### src/rtl/mem_arbiter.sv
// Two-requester round-robin front end for a single-ported word memory.
// Handles byte/half/word accesses with lane decode, alignment checks and a fixed 3-cycle response.
module mem_arbiter #(
    parameter int XLEN = 32
) (
    input  logic            clk_i,
    input  logic            rst_ni,

    input  logic            r0_valid_i,
    output logic            r0_ready_o,
    input  logic            r0_we_i,
    input  logic [1:0]      r0_size_i,
    input  logic [XLEN-1:0] r0_addr_i,
    input  logic [XLEN-1:0] r0_wdata_i,
    output logic            r0_rsp_valid_o,
    output logic [XLEN-1:0] r0_rsp_rdata_o,
    output logic            r0_rsp_err_o,

    input  logic            r1_valid_i,
    output logic            r1_ready_o,
    input  logic            r1_we_i,
    input  logic [1:0]      r1_size_i,
    input  logic [XLEN-1:0] r1_addr_i,
    input  logic [XLEN-1:0] r1_wdata_i,
    output logic            r1_rsp_valid_o,
    output logic [XLEN-1:0] r1_rsp_rdata_o,
    output logic            r1_rsp_err_o,

    output logic            mem_rd_o,
    output logic            mem_gwe_o,
    output logic [3:0]      mem_bw_o,
    output logic [XLEN-1:0] mem_addr_o,
    output logic [XLEN-1:0] mem_data_o,
    input  logic [XLEN-1:0] mem_data_i
);

    localparam logic [1:0] SZ_BYTE = 2'b00;
    localparam logic [1:0] SZ_HALF = 2'b01;
    localparam logic [1:0] SZ_WORD = 2'b10;

    typedef enum logic [1:0] {
        ST_IDLE  = 2'd0,
        ST_ISSUE = 2'd1,
        ST_RESP  = 2'd2
    } state_t;

    // Misaligned accesses and the reserved size never reach the memory.
    function automatic logic f_bad(input logic [1:0] size, input logic [1:0] off);
        logic bad;
        case (size)
            SZ_BYTE: bad = 1'b0;
            SZ_HALF: bad = off[0];
            SZ_WORD: bad = (off != 2'b00);
            default: bad = 1'b1;
        endcase
        return bad;
    endfunction

    function automatic logic [3:0] f_lanes(input logic [1:0] size, input logic [1:0] off);
        logic [3:0] lanes;
        case (size)
            SZ_BYTE: lanes = 4'b0001 << off;
            SZ_HALF: lanes = off[1] ? 4'b1100 : 4'b0011;
            SZ_WORD: lanes = 4'b1111;
            default: lanes = 4'b0000;
        endcase
        return lanes;
    endfunction

    // Sub-word data is replicated so every enabled lane sees the right-justified value.
    function automatic logic [XLEN-1:0] f_wdata(input logic [1:0] size, input logic [XLEN-1:0] wdata);
        logic [XLEN-1:0] d;
        case (size)
            SZ_BYTE: d = {(XLEN/8){wdata[7:0]}};
            SZ_HALF: d = {(XLEN/16){wdata[15:0]}};
            SZ_WORD: d = wdata;
            default: d = {XLEN{1'b0}};
        endcase
        return d;
    endfunction

    function automatic logic [XLEN-1:0] f_extract(input logic [XLEN-1:0] word,
                                                  input logic [1:0]      size,
                                                  input logic [1:0]      off);
        logic [XLEN-1:0] shifted;
        logic [XLEN-1:0] d;
        shifted = word >> {off, 3'b000};
        case (size)
            SZ_BYTE: d = {{(XLEN-8){1'b0}}, shifted[7:0]};
            SZ_HALF: d = {{(XLEN-16){1'b0}}, shifted[15:0]};
            SZ_WORD: d = shifted;
            default: d = {XLEN{1'b0}};
        endcase
        return d;
    endfunction

    state_t          r_state;
    logic            r_ptr;
    logic            r_cmd_idx;
    logic            r_cmd_we;
    logic            r_cmd_err;
    logic [1:0]      r_cmd_size;
    logic [XLEN-1:0] r_cmd_addr;
    logic [XLEN-1:0] r_cmd_wdata;
    logic            r_rsp_valid0;
    logic            r_rsp_valid1;
    logic            r_rsp_err0;
    logic            r_rsp_err1;
    logic [XLEN-1:0] r_rsp_rdata0;
    logic [XLEN-1:0] r_rsp_rdata1;

    logic            w_gnt0;
    logic            w_gnt1;
    logic            w_accept;
    logic            w_sel_we;
    logic [1:0]      w_sel_size;
    logic [XLEN-1:0] w_sel_addr;
    logic [XLEN-1:0] w_sel_wdata;
    logic            w_sel_err;
    logic [XLEN-1:0] w_rsp_data;

    // Round-robin grant; r_ptr names the requester that wins a tie.
    always_comb begin
        w_gnt0 = 1'b0;
        w_gnt1 = 1'b0;
        if (rst_ni && (r_state == ST_IDLE)) begin
            if (r0_valid_i && (!r1_valid_i || !r_ptr)) begin
                w_gnt0 = 1'b1;
            end else if (r1_valid_i) begin
                w_gnt1 = 1'b1;
            end else begin
                w_gnt0 = 1'b0;
                w_gnt1 = 1'b0;
            end
        end else begin
            w_gnt0 = 1'b0;
            w_gnt1 = 1'b0;
        end
    end

    assign r0_ready_o  = w_gnt0;
    assign r1_ready_o  = w_gnt1;
    assign w_accept    = w_gnt0 | w_gnt1;
    assign w_sel_we    = w_gnt1 ? r1_we_i    : r0_we_i;
    assign w_sel_size  = w_gnt1 ? r1_size_i  : r0_size_i;
    assign w_sel_addr  = w_gnt1 ? r1_addr_i  : r0_addr_i;
    assign w_sel_wdata = w_gnt1 ? r1_wdata_i : r0_wdata_i;
    assign w_sel_err   = f_bad(w_sel_size, w_sel_addr[1:0]);
    assign w_rsp_data  = (r_cmd_we || r_cmd_err) ? {XLEN{1'b0}}
                                                 : f_extract(mem_data_i, r_cmd_size, r_cmd_addr[1:0]);

    // Memory port is decoded from the command register only while in ISSUE.
    always_comb begin
        mem_rd_o   = 1'b0;
        mem_gwe_o  = 1'b0;
        mem_bw_o   = 4'b0000;
        mem_addr_o = {XLEN{1'b0}};
        mem_data_o = {XLEN{1'b0}};
        if ((r_state == ST_ISSUE) && !r_cmd_err) begin
            mem_addr_o = r_cmd_addr;
            if (r_cmd_we) begin
                mem_data_o = f_wdata(r_cmd_size, r_cmd_wdata);
                if (r_cmd_size == SZ_WORD) begin
                    mem_gwe_o = 1'b1;
                end else begin
                    mem_bw_o = f_lanes(r_cmd_size, r_cmd_addr[1:0]);
                end
            end else begin
                mem_rd_o = 1'b1;
            end
        end else begin
            mem_addr_o = {XLEN{1'b0}};
        end
    end

    // Control FSM, command capture and response registers.
    always_ff @(posedge clk_i or negedge rst_ni) begin
        if (!rst_ni) begin
            r_state      <= ST_IDLE;
            r_ptr        <= 1'b0;
            r_cmd_idx    <= 1'b0;
            r_cmd_we     <= 1'b0;
            r_cmd_err    <= 1'b0;
            r_cmd_size   <= 2'b00;
            r_cmd_addr   <= {XLEN{1'b0}};
            r_cmd_wdata  <= {XLEN{1'b0}};
            r_rsp_valid0 <= 1'b0;
            r_rsp_valid1 <= 1'b0;
            r_rsp_err0   <= 1'b0;
            r_rsp_err1   <= 1'b0;
            r_rsp_rdata0 <= {XLEN{1'b0}};
            r_rsp_rdata1 <= {XLEN{1'b0}};
        end else begin
            r_rsp_valid0 <= 1'b0;
            r_rsp_valid1 <= 1'b0;
            r_rsp_err0   <= 1'b0;
            r_rsp_err1   <= 1'b0;
            r_rsp_rdata0 <= {XLEN{1'b0}};
            r_rsp_rdata1 <= {XLEN{1'b0}};
            case (r_state)
                ST_IDLE: begin
                    if (w_accept) begin
                        r_state     <= ST_ISSUE;
                        r_ptr       <= ~w_gnt1;
                        r_cmd_idx   <= w_gnt1;
                        r_cmd_we    <= w_sel_we;
                        r_cmd_err   <= w_sel_err;
                        r_cmd_size  <= w_sel_size;
                        r_cmd_addr  <= w_sel_addr;
                        r_cmd_wdata <= w_sel_wdata;
                    end else begin
                        r_state <= ST_IDLE;
                    end
                end
                ST_ISSUE: begin
                    r_state <= ST_RESP;
                end
                ST_RESP: begin
                    r_state <= ST_IDLE;
                    if (r_cmd_idx) begin
                        r_rsp_valid1 <= 1'b1;
                        r_rsp_err1   <= r_cmd_err;
                        r_rsp_rdata1 <= w_rsp_data;
                    end else begin
                        r_rsp_valid0 <= 1'b1;
                        r_rsp_err0   <= r_cmd_err;
                        r_rsp_rdata0 <= w_rsp_data;
                    end
                end
                default: begin
                    r_state <= ST_IDLE;
                end
            endcase
        end
    end

    assign r0_rsp_valid_o = r_rsp_valid0;
    assign r0_rsp_err_o   = r_rsp_err0;
    assign r0_rsp_rdata_o = r_rsp_rdata0;
    assign r1_rsp_valid_o = r_rsp_valid1;
    assign r1_rsp_err_o   = r_rsp_err1;
    assign r1_rsp_rdata_o = r_rsp_rdata1;

endmodule

### config.mk
export PLATFORM = sky130hd
export DESIGN_NAME = mem_arbiter
export DESIGN_NICKNAME = d
export VERILOG_FILES = /design/src/rtl/mem_arbiter.sv
export SDC_FILE = /design/constraint.sdc
export NUM_CORES = 1
export LEC_CHECK = 0
export BUFFER_PORTS_ARGS = -buffer_cell sky130_fd_sc_hd__buf_2
export CORE_MARGIN = 8
export CORE_UTILIZATION = 46
export CTS_CLUSTER_DIAMETER = 200
export DETAILED_ROUTE_END_ITERATION = 7
export HOLD_SLACK_MARGIN = 0.08
export PLACE_DENSITY = 0.89
export SETUP_SLACK_MARGIN = 0.1
export SLEW_MARGIN = 10
export SYNTH_ARGS = -nofsm -noshare
export SYNTH_HDL_FRONTEND = slang
export SYNTH_SLANG_ARGS = --single-unit
export TNS_END_PERCENT = 10
### constraint.sdc
create_clock -name clk_i -period 2.1 [get_ports clk_i]
set_input_delay 0.315 -clock clk_i [delete_from_list [all_inputs] [get_ports clk_i]]
set_output_delay 0.315 -clock clk_i [all_outputs]
set_load 0.005 [all_outputs]
==> results.toml, run 1 <==
[floorplanning]
fp.dieArea_sq_um = 17700
rows = 42
start_util_pct = 47.3
dieHeight_um = 133
coreArea_sq_um = 13300
die_w_um = 133
ios = 310

[clock_tree]
cts-root-buf = "clkbuf_16"
cts_buffers = 17
clkSinkCount = 140
htreeDepth = 4
clk_pin_slew_worst_paths_ps = 60
tritoncts = "yes"
clkLatencyLatePin_ps = 410
cts_buffer_depth = 2

[place]
dpl.hpwl_um = 16900
preCtsSetupSlack_ps = 275
place_area_sq_um = 8080
gp_congestion = 0.895
io_buffers = 309

[setup_path]
cp_slowest_cell = "dfrtp_1"
r2r-end = "r_cmd_addr[22]$_DFFE_PN0P_"
critPathLaunchType = "flop"
critPathKind = "reg2out"
crit_chain = "nand4bb_4 -> buf_12 -> a21oi_4 -> buf_6 -> and2_1 -> buf_2"
endpoint_kind = "output pin"
timing.rr.start = "r_state[1]$_DFF_PN0_"
rrSetupSlack_ps = 170
max_stage_delay_ps = 400
critPathBufInv = 3
rr_worst_depth = 6
cp_top_family = "buffers and inverters"
cp_data_arrival_time_ps = 1720
cp_max_fo = 8
required_ps = 1780

[sta]
maxSlewViolCount = 0
fin_crit_sh_pct = 97.1
setup_ws_ps = 60.3
skew_ps = 6.98
fin_crit_ps = 2040
rsz0062_at_grt = "yes"
timing.fmax_mhz = 490
setup_viol = 0
hold_viol = 0
slew-limit-headroom_pct = 50.2
worst_slew_pin_slew_ps = 747
tns_ps = 0

[cells_and_area]
multi_input_area_sq_um = 2470
fill_cells = 959
drive_above_1_share_pct = 46.4
fin_nets = 1099
final_util_pct = 68.2
syn2layout_area_growth_pct = 44.3
regArea_sq_um = 3510
stdcell_area_sq_um = 9070

[logic_synthesis]
synth_area_leaders = "dfrtp_1, a222oi_1, nor2_1, and2_1, inv_1"
synthArstFlopShare_pct = 100
synth-simple-area-share_pct = 16.1
synth_ff_type = "dfrtp_1"
synth-edff-count = 0
synth_top_area_share_pct = 55.7
synth_top_area_cell = "dfrtp_1"
synth_top_family_by_area = "simple AND/OR/NAND/NOR gates"
synth_compound_area_share_pct = 14.5
postSynthAreaPerCell_sq_um = 10.2
synthXorXnorAreaFrac_pct = 0.139
synth_nets = 784
seq_area_frac_synth_pct = 55.7
yosysWarnings = 0
synth_most_common_cell = "dfrtp_1"
synth_fa_ha_area_share_pct = 0
syn-instance-count = 614
synthMuxAreaShare_pct = 6.05
ys_ff_latch = 140
synth.distinct_cells = 35
syn-cell-area_sq_um = 6280
ys_top_cells_by_count = "dfrtp_1, nor2_1, inv_1"

[min_path]
hold_start = "r0_addr_i[8]"
hold_path_end = "r_cmd_addr[8]$_DFFE_PN0P_"
hold_depth = 3
worstHoldPathType = "in2reg"

[global_routing]
grt_max_degree = 141
track_usage_pct = 25.1
antenna_found_initial = 5
grt_pass1_wl_um = 34700
gr-total-overflow = 0
grt_pass1_vias = 6351

[routing]
drtPass1Iterations = 8
wl_per_cell_um = 21.0
finalWirelength_um = 23600
ant_nets = 0
vias = 6271
routed_via_density = 5.59
first_iter_violations = 741
drcViolationCount = 9

[power_and_ir_drop]
cellLeakagePower_nw = 5.03
p_per_area_nw_per_um2 = 974
vdd_drop_max_mv = 0.594

[run_status]
violations = "DRC"
status = "finished, violations left"

[flow_run]
cap_violations = 0
-- worst reg2reg max path: cells and delay by family, from the launching register on --
| kind | cells | cell delay [ps] |
|---|---|---|
| compound gates | 2 | 620 |
| buf+inv | 3 | 480 |
| flops | 1 | 400 |
| simple gates | 1 | 290 |
-- worst max-delay path by stage --
stage / startpoint / cells past startpoint / to / slack, ps
2_1_floorplan: r_cmd_size[0]$_DFFE_PN0P_ / 6 / mem_data_o[29] / 490
3_3_place_gp: rst_ni / 4 / r1_ready_o / 330
3_5_place_dp: r_state[0]$_DFF_PN0_ / 5 / r_cmd_addr[17]$_DFFE_PN0P_ / 280
4_1_cts: r_state[1]$_DFF_PN0_ / 6 / mem_data_o[0] / -20
5_1_grt: r_state[1]$_DFF_PN0_ / 6 / mem_data_o[5] / -30
6_report: r_state[1]$_DFF_PN0_ / 6 / mem_data_o[5] / 60
-- metrics by stage --
step                      hold WS (ps)  total power [mW]  instances
after global routing              88.0              9.24       1122
after floorplan                   19.4              4.60        614
after detailed placement           486              5.37       1075
final                              107              8.83       1122
after CTS                         83.7              8.69       1109
after global placement             481              5.29       1075
-- power breakdown --
part	total [mW]	switching [mW]	internal (mW)
Clock	3.25	1.15	2.09
Sequential	3.47	0.351	3.12
Combinational	2.11	1.11	1.01
-- routing by layer --
layer | routed length, um | track usage, %
met3 | 2820 | 10.4
met1 | 7980 | 26.4
met5 | 10 | 0
met2 | 11800 | 41.5
met4 | 1030 | 14.8
-- registers in the layout, summed over array words and instances (netlist names) --
name and flops:
r0_rsp_err_o 1, r0_rsp_rdata_o 32, r0_rsp_valid_o 1, r1_rsp_err_o 1, r1_rsp_rdata_o 32, r1_rsp_valid_o 1, r_cmd_addr 32, r_cmd_err 1
r_cmd_idx 1, r_cmd_size 2, r_cmd_wdata 32, r_cmd_we 1, r_ptr 1, r_state 2
-- cell type report --
type,count,share of cell area [%]
sequential,140,38.7
inverter,66,2.73
tap,176,2.43
clock buffer,20,5.15
clock inverter,12,2.04
multi-input combinational,361,27.2
antenna,4,0.110
timing repair buffer,343,21.6
-- cell families (layout without fill, tap and decap cells) --
group | after synthesis | after routing
compound gates | 116 | 116
xor+xnor | 1 | 1
buf+inv | 113 | 441
flops | 140 | 140
mux | 36 | 36
other cells | 0 | 4
simple gates | 208 | 208
-- timing repair --
| action | 4_1_cts | 5_1_grt |
|---|---|---|
| cloned | 0 | 1 |
| resized for setup | 8 | 50 |
| hold buffers | 0 | 1 |
| hold endpoints to repair | 0 | 7 |
| buffers inserted | 2 | 7 |
| pin swaps | 1 | 14 |
| setup endpoints to repair | 57 | 69 |
-- cells in the final DEF (no fill, tap or decap), types with 11 or more instances in the layout --
cell type and n:
and2_1 37, mux2i_1 20, dfrtp_1 136, clkbuf_16 18, a21oi_2 13, a222oi_1 63
mux2_2 16, inv_1 66, a21oi_1 13, buf_4 21, buf_2 302, nand2b_1 11
o21ai_0 17, nor2_1 73, nand2_1 43, buf_6 12
No activity file was read; power rests on OpenSTA's default activity.
==> inputs of run 2 (changes only) <==
CAP_MARGIN = 25   (was default)
GPL_TIMING_DRIVEN = 0   (was default)
REMOVE_ABC_BUFFERS = 1   (was default)
==> results.toml, run 2 (synthesized netlist as in run 1, its figures left out) <==
[run_status]
status = "finished, violations left"
violations = "setup timing"

[global_routing]
grt_pass1_wl_um = 37400
grt_max_degree = 50
grt_pass1_vias = 6657
antenna_found_initial = 5
gr-total-overflow = 0
track_usage_pct = 27.4

[cells_and_area]
stdcell_area_sq_um = 9490
layout_commonest_cell = "buf_2"
fin_nets = 1122
syn2layout_area_growth_pct = 51.0
fill_cells = 948
drive_above_1_share_pct = 48.0
multi_input_area_sq_um = 2550
regArea_sq_um = 3520
final_cell_mix = "buf_2, dfrtp_1, nor2_1, inv_1, a222oi_1"
final_cells = 1144

[min_path]
worstHoldPathType = "in2reg"

[routing]
ant_nets = 0
vias = 6299
finalWirelength_um = 25200
drcViolationCount = 0
wl_per_cell_um = 22.0
first_iter_violations = 809
drtPass1Iterations = 7
routed_via_density = 5.51

[sta]
setup_viol = 1
fin_crit_sh_pct = 102
timing.fmax_mhz = 469
maxSlewViolCount = 0
fin_crit_ps = 2130
setup_ws_ps = -33.0
rsz0062_at_grt = "yes"
hold_viol = 0
skew_ps = 8.16
slew-limit-headroom_pct = 53.0
worst_slew_pin_slew_ps = 704

[setup_path]
endpoint_kind = "output pin"
cp_max_fo = 7
cp_data_arrival_time_ps = 1820
critPathKind = "reg2out"
required_ps = 1780
critPathLaunchType = "flop"

[floorplanning]
fp.dieArea_sq_um = 17700
die_w_um = 133
coreArea_sq_um = 13300
start_util_pct = 47.3
rows = 42
ios = 310
dieHeight_um = 133

[power_and_ir_drop]
vdd_drop_max_mv = 0.534
p_per_area_nw_per_um2 = 957
cellLeakagePower_nw = 5.25

[place]
gp_congestion = 0.835
place_area_sq_um = 7990
dpl.cell_count = 1058
preCtsSetupSlack_ps = -962
dpl.hpwl_um = 15700
io_buffers = 309

[clock_tree]
cts_buffers = 17
tritoncts = "yes"
htreeDepth = 4
clkLatencyLatePin_ps = 410
cts_buffer_depth = 2
cts-root-buf = "clkbuf_16"
clkSinkCount = 140
clk_pin_slew_worst_paths_ps = 60

[flow_run]
cap_violations = 0
[run 2: cell count changes in the layout (fill, tap and decap cells not counted), sizes merged, moves of 2 or more]
cell	previous run	this run
bufbuf	0	3
clkbuf	21	19
dlygate4sd3	1	3
clkinv	2	5
clkinvlp	4	1
buf	341	355
and3	2	5
[run 2: path summary, 6_finish.rpt]
| kind | end | start | slack [ps] | depth (start not counted) |
|---|---|---|---|---|
| min in group asynchronous | r_cmd_err$_DFFE_PN0P_ | rst_ni | 560 | 4 |
| hold / removal | r_cmd_wdata[22]$_DFFE_PN0P_ | r0_wdata_i[22] | 110 | 3 |
| hold reg to reg | r_cmd_addr[31]$_DFFE_PN0P_ | r_cmd_addr[31]$_DFFE_PN0P_ | 500 | 2 |
| max in group asynchronous | r_cmd_addr[1]$_DFFE_PN0P_ | rst_ni | 1080 | 5 |
| setup / recovery | mem_data_o[25] | r_cmd_size[0]$_DFFE_PN0P_ | -30 | 4 |
| setup reg to reg | r1_rsp_rdata_o[29]$_DFF_PN0_ | r_cmd_size[0]$_DFFE_PN0P_ | 110 | 6 |
[run 2: cell type report]
class	count	area share [%]
Sequential cell	140	37.1
Multi-Input combinational cell	365	26.9
Timing Repair Buffer	362	24.2
Clock buffer	18	4.52
Inverter	66	2.61
Tap cell	176	2.32
Clock inverter	13	2.27
Antenna cell	4	0.105
[run 2: report_power, final]
part           leakage [nW]  switching, mW  total [mW]  internal (mW)
combinational          3.11           1.10        2.25           1.15
sequential             1.83          0.403        3.53           3.13
clock                 0.311           1.18        3.30           2.11
total                  5.25           2.68        9.08           6.40
[run 2: stage by stage]
step | setup TNS (ps) | power, mW | hold slack (ps) | utilization, %
6_report | -33.0 | 9.08 | 108 | 71.4
5_1_grt | -228 | 9.49 | 106 | 71.4
4_1_cts | 0 | 8.91 | 92.1 | 69.4
3_5_place_dp | -63450 | 5.27 | 293 | 60.1
3_3_place_gp | -492260 | 5.12 | 478 | 58.9
2_1_floorplan | -23420 | 4.53 | 19.4 | -
[run 2: metal layers]
metal  share of wire, %  vias up  track usage [%]
met5              0.040        -                0
met1                 35     3016             29.6
li1                   -     2812                -
met3                 11       54             10.0
met2                 51      415             47.5
met4                2.7        2             11.4
[run 2: worst max-delay path, cell delays in order (launching register included)]
cell	delay, ps
dfrtp_4	540
mux2i_1	140
or2_2	290
a21oi_1	260
buf_2	170
[run 2: timing repair]
item	in CTS	in global routing
hold buffers	6	0
pin swaps	10	20
setup buffers	25	12
gates resized for setup	39	33
gates cloned	7	0
endpoints found under the hold margin	71	0
setup endpoints to repair	155	137
